--- src/rtl/regfile_pkg.sv ---
// Shared definitions for the 2-read/1-write register file: sweep FSM encoding
// and default geometry.
package regfile_pkg;

   typedef enum logic {
      IDLE  = 1'b0,
      SWEEP = 1'b1
   } rf_state_t;

   localparam int DEF_W  = 16;
   localparam int DEF_AW = 3;

endpackage

--- src/rtl/rf_read_port.sv ---
// One combinational read port: selects a stored word and its busy bit, with an
// optional forward of the in-flight write when addresses match.
module rf_read_port #(
   parameter int W  = 16,
   parameter int AW = 3
) (
   input  logic [AW-1:0]                addr,
   input  logic [(2**AW)-1:0][W-1:0]    regs,
   input  logic [(2**AW)-1:0]           busy_vec,
   input  logic                         byp_en,
   input  logic [AW-1:0]                byp_addr,
   input  logic [W-1:0]                 byp_data,
   output logic [W-1:0]                 data,
   output logic                         busy
);

   always_comb begin
      data = regs[addr];
      if (byp_en && (byp_addr == addr)) begin
         data = byp_data;
      end
   end

   // Busy is never forwarded: a write clears it only once the edge has passed.
   assign busy = busy_vec[addr];

endmodule

--- src/rtl/regfile_2r1w.sv ---
// Register file with one write port, two combinational read ports, a per-entry
// busy scoreboard and a one-entry-per-cycle hardware clear sweep.
module regfile_2r1w
   import regfile_pkg::*;
#(
   parameter int W      = DEF_W,
   parameter int AW     = DEF_AW,
   parameter bit BYPASS = 1'b1
) (
   input  logic          clk,
   input  logic          rst_n,
   input  logic [W-1:0]  data_in,
   input  logic [AW-1:0] writenum,
   input  logic          write,
   input  logic [AW-1:0] readnum_a,
   input  logic [AW-1:0] readnum_b,
   output logic [W-1:0]  data_out_a,
   output logic [W-1:0]  data_out_b,
   input  logic          reserve,
   input  logic [AW-1:0] reservenum,
   output logic          busy_a,
   output logic          busy_b,
   input  logic          clear,
   output logic          sweeping
);

   localparam int N = 2**AW;
   localparam logic [AW-1:0] LAST_IDX = '1;

   logic [N-1:0][W-1:0] regs;
   logic [N-1:0]        busy;
   rf_state_t           state;
   logic [AW-1:0]       idx;
   logic                byp_en;

   // Writes, reservations and clears are only honoured while idle; the sweep
   // owns the array otherwise.
   always_ff @(posedge clk or negedge rst_n) begin
      if (!rst_n) begin
         regs  <= '0;
         busy  <= '0;
         state <= IDLE;
         idx   <= '0;
      end else begin
         case (state)
            IDLE: begin
               if (write) begin
                  regs[writenum] <= data_in;
                  busy[writenum] <= 1'b0;
               end
               // Reserve follows the write so a same-entry reserve wins.
               if (reserve) begin
                  busy[reservenum] <= 1'b1;
               end
               if (clear) begin
                  state <= SWEEP;
                  idx   <= '0;
               end
            end
            SWEEP: begin
               regs[idx] <= '0;
               busy[idx] <= 1'b0;
               idx       <= idx + 1'b1;
               if (idx == LAST_IDX) begin
                  state <= IDLE;
               end
            end
            default: state <= IDLE;
         endcase
      end
   end

   assign sweeping = (state == SWEEP);
   assign byp_en   = BYPASS && write && (state == IDLE);

   rf_read_port #(.W(W), .AW(AW)) u_port_a (
      .addr     (readnum_a),
      .regs     (regs),
      .busy_vec (busy),
      .byp_en   (byp_en),
      .byp_addr (writenum),
      .byp_data (data_in),
      .data     (data_out_a),
      .busy     (busy_a)
   );

   rf_read_port #(.W(W), .AW(AW)) u_port_b (
      .addr     (readnum_b),
      .regs     (regs),
      .busy_vec (busy),
      .byp_en   (byp_en),
      .byp_addr (writenum),
      .byp_data (data_in),
      .data     (data_out_b),
      .busy     (busy_b)
   );

endmodule

--- config.mk ---
export PLATFORM = sky130hd
export DESIGN_NAME = regfile_2r1w
export DESIGN_NICKNAME = d
export VERILOG_FILES = /design/src/rtl/regfile_pkg.sv /design/src/rtl/rf_read_port.sv /design/src/rtl/regfile_2r1w.sv
export SDC_FILE = /design/constraint.sdc
export NUM_CORES = 1
export LEC_CHECK = 0
export ABC_AREA = 0
export CORE_MARGIN = 4
export CORE_UTILIZATION = 53
export CTS_CLUSTER_SIZE = 25
export DETAILED_ROUTE_END_ITERATION = 7
export HOLD_SLACK_MARGIN = 0.08
export PLACE_DENSITY_LB_ADDON = 0.2
export SETUP_SLACK_MARGIN = 0.1
export SLEW_MARGIN = 30
export SYNTH_ARGS = -nofsm -noshare
export SYNTH_HDL_FRONTEND = slang
export SYNTH_SLANG_ARGS = --single-unit
--- constraint.sdc ---
create_clock -name clk -period 2.1 [get_ports clk]
set_input_delay 0.42 -clock clk [delete_from_list [all_inputs] [get_ports clk]]
set_output_delay 0.42 -clock clk [all_outputs]
set_load 0.01 [all_outputs]
==> results.toml <==
[status]
outcome = "complete, but fails checks"
violations = "negative setup slack"

[worst_setup_path]
cp_data_arrival_time_ps = 1850
cpPeakStageDelay_ps = 290
cp_cell_sequence = "clkdlybuf4s15_2 -> xnor2_1 -> nand4_1 -> buf_6 -> buf_12 -> a21oi_1 -> buf_2"
cp-start-kind = "input port"
cp_max_fo = 8
critPathKind = "input port to output port"
crit_slowest_cell = "clkdlybuf4s15_2"
cp.required_ps = 1680
path_delay_family = "buffers and inverters"
worstSetupEndpointType = "output port"
crit_buf_inv = 4

[yosys]
synthCells = 565
yosys.area.top_type = "dfrtp_1"
avgSynthCellArea_sq_um = 13.46
synth_cell_types = 38
synth.net_count = 600
ys_top_cells_by_count = "140 x dfrtp_1, 136 x a22o_1, 68 x mux4_2"
synthMostInstantiatedCell = "dfrtp_1"
synth.cell_area_sq_mm = 0.007606
yosys.area.top_type_share_pct = 46.06
synth.area.top_cells = "dfrtp_1 46%, mux4_2 20%, a22o_1 16%"
synth_seq_area_share_pct = 46.06
ys_ff_latch = 140
synth_edf_count = 0
ys.flop_type = "dfrtp_1"
ys_warn_count = 0
ys_async_sr_fraction_pct = 100.0

[sta]
slew_headroom_pct = 52.80
fin_ws_ps = -175.0
min_period_ps = 2275
tightest_slew_ps = 706.5
skew_ps = 9.149
drv_slew = 0
rsz0062_at_grt = "yes"
finalHoldViolations = 0
whs_ps = 517.4
fmax_mhz = 439.6
finalCritPeriodShare_pct = 108.3
finalSetupViolations = 34

[route]
num_vias = 6323
wire_per_inst_microns = 28.50
drc = 0
initialDrtViolationCount = 753
via_per_inst = 7.104
ant_nets = 0
wl_microns = 25370
drt_first_pass_iters = 6

[clock_tree]
cts_buffers = 17
cts-root-buf = "clkbuf_16"
clk_latency_ps = 440
clockBufferDepth = 2
clock-sinks = 140
clk_pin_slew_ps = 60
h-tree-depth = 4
cts_tree = "yes"

[placement]
dp_hpwl_microns = 14490
place_area_sq_mm = 0.008877
dpl.cell_count = 819
port-buffer-count = 67
globalplace.congestion = 0.8772

[grt]
busiest_layer = "met2"
overflow = 0
antenna_found_initial = 0
grt_usage_pct = 31.03
grt_pass1_wl_microns = 37670
grt_max_degree = 54
grtUsageMet1_pct = 40.09
grtUsageMet3_pct = 7.417
grt_util_met2_pct = 49.69
grt_pass1_vias = 6518

[finish]
area_growth_pct = 36.16
layout.nets = 733
stdcell_area_sq_mm = 0.01036
antennaDiodeCount = 0
layout-drive-gt1-share_pct = 47.75
fillers = 850
final-instance-count-excl-fill = 890

[power_and_ir_drop]
p_leak_nw = 4.613
powerDensity_mw_per_mm2 = 1079
irDropWorstVdd_mv = 0.9364
total_power_w = 0.01118

[floorplanning]
dieArea_sq_mm = 0.01633
rows = 43
die_w_microns = 127.8
die_h_microns = 127.8
core_sq_mm = 0.01399
io_pins = 68
initial_utilization_pct = 54.37

[min_path]
worst_hold_path_type = "input port to async pin"

[job]
drv_cap = 0
path summary, 6_finish.rpt:
check                                  start       endpoint  slack (ps)  cells after the start
worst max register to register      sweeping       regs[35]         210                      6
worst max-delay path            readnum_b[1]  data_out_b[7]        -170                      7
worst min register to register     regs[108]      regs[108]         520                      1
max in group asynchronous              rst_n      regs[112]         920                      3
min in group clk                   regs[108]      regs[108]         520                      1
worst min-delay path                   rst_n       regs[76]         520                      2
through the flow:
step                      setup TNS [ps]  util [%]  setup WS [ps]
after floorplan                        0         -          117.5
after CTS                          -2175     70.71         -105.9
after global routing               -5548     74.03         -252.7
after global placement            -39480     63.41         -696.0
after detailed placement          -36030     63.46         -711.5
final                              -3908     74.03         -175.0
power breakdown:
part / total [W] / leakage, nW / switching (W) / internal (W)
clock network: 0.00319 / 0.288 / 0.00119 / 0.00201
logic: 0.00401 / 2.40 / 0.00193 / 0.00208
registers: 0.00397 / 1.93 / 0.000599 / 0.00337
state kept, by name (all words and copies together) (netlist names):
name and cells:
regs 128, idx 3, busy 8, sweeping 1
repair_timing:
action	CTS	global route
hold endpoints to repair	50	0
endpoints found under the setup margin	35	35
hold buffers	1	0
pin swaps	21	5
resized for setup	207	91
cloned	6	1
setup buffers	27	5
cells by family after synthesis:
logic type               Yosys count  share of synthesized area [%]
flip-flops                       140                          46.06
buffers and inverters             65                          4.129
AO/OA/AOI/OAI                    180                          19.20
multiplexers                     102                          24.64
AND/OR/NAND/NOR                   70                          4.952
XOR/XNOR                           6                         0.6909
adder cells (fa/ha/maj)            2                         0.3289
per-layer routing:
metal	routed length, microns	part of all wire, %
met5	0	0
met4	937	3.7
met1	9874	39
met3	2132	8.4
met2	12430	49
cell type report:
type / instances / area, sq um / share of cell area [%]
Clock buffer: 20 / 446.7 / 4.313
Clock inverter: 11 / 168.9 / 1.631
Inverter: 1 / 3.754 / 0.03624
Multi-Input combinational cell: 360 / 4259 / 41.13
Sequential cell: 140 / 3503 / 33.83
Tap cell: 180 / 225.2 / 2.175
Timing Repair Buffer: 178 / 1749 / 16.89
cells in the final DEF, fill, tap and decap left out, types with 4 or more instances in the layout:
cell and instances:
buf_8 5, dfrtp_1 140, a21oi_2 23, nand2b_1 4, mux2i_1 17, clkbuf_16 18, buf_4 77, bufinv_16 4
clkinvlp_4 4, mux4_2 68, buf_6 16, xnor2_1 4, buf_2 27, a22o_1 136, nor2_2 8, nor2_4 24
mux2i_2 10, a21oi_1 5, nor2_1 8, o21ai_0 4, mux2i_4 5, nand2_1 9, dlygate4sd2_1 6, clkdlybuf4s50_1 22
a21oi_4 7, buf_12 17, buf_16 4
No activity file was read; power rests on OpenSTA's default activity.
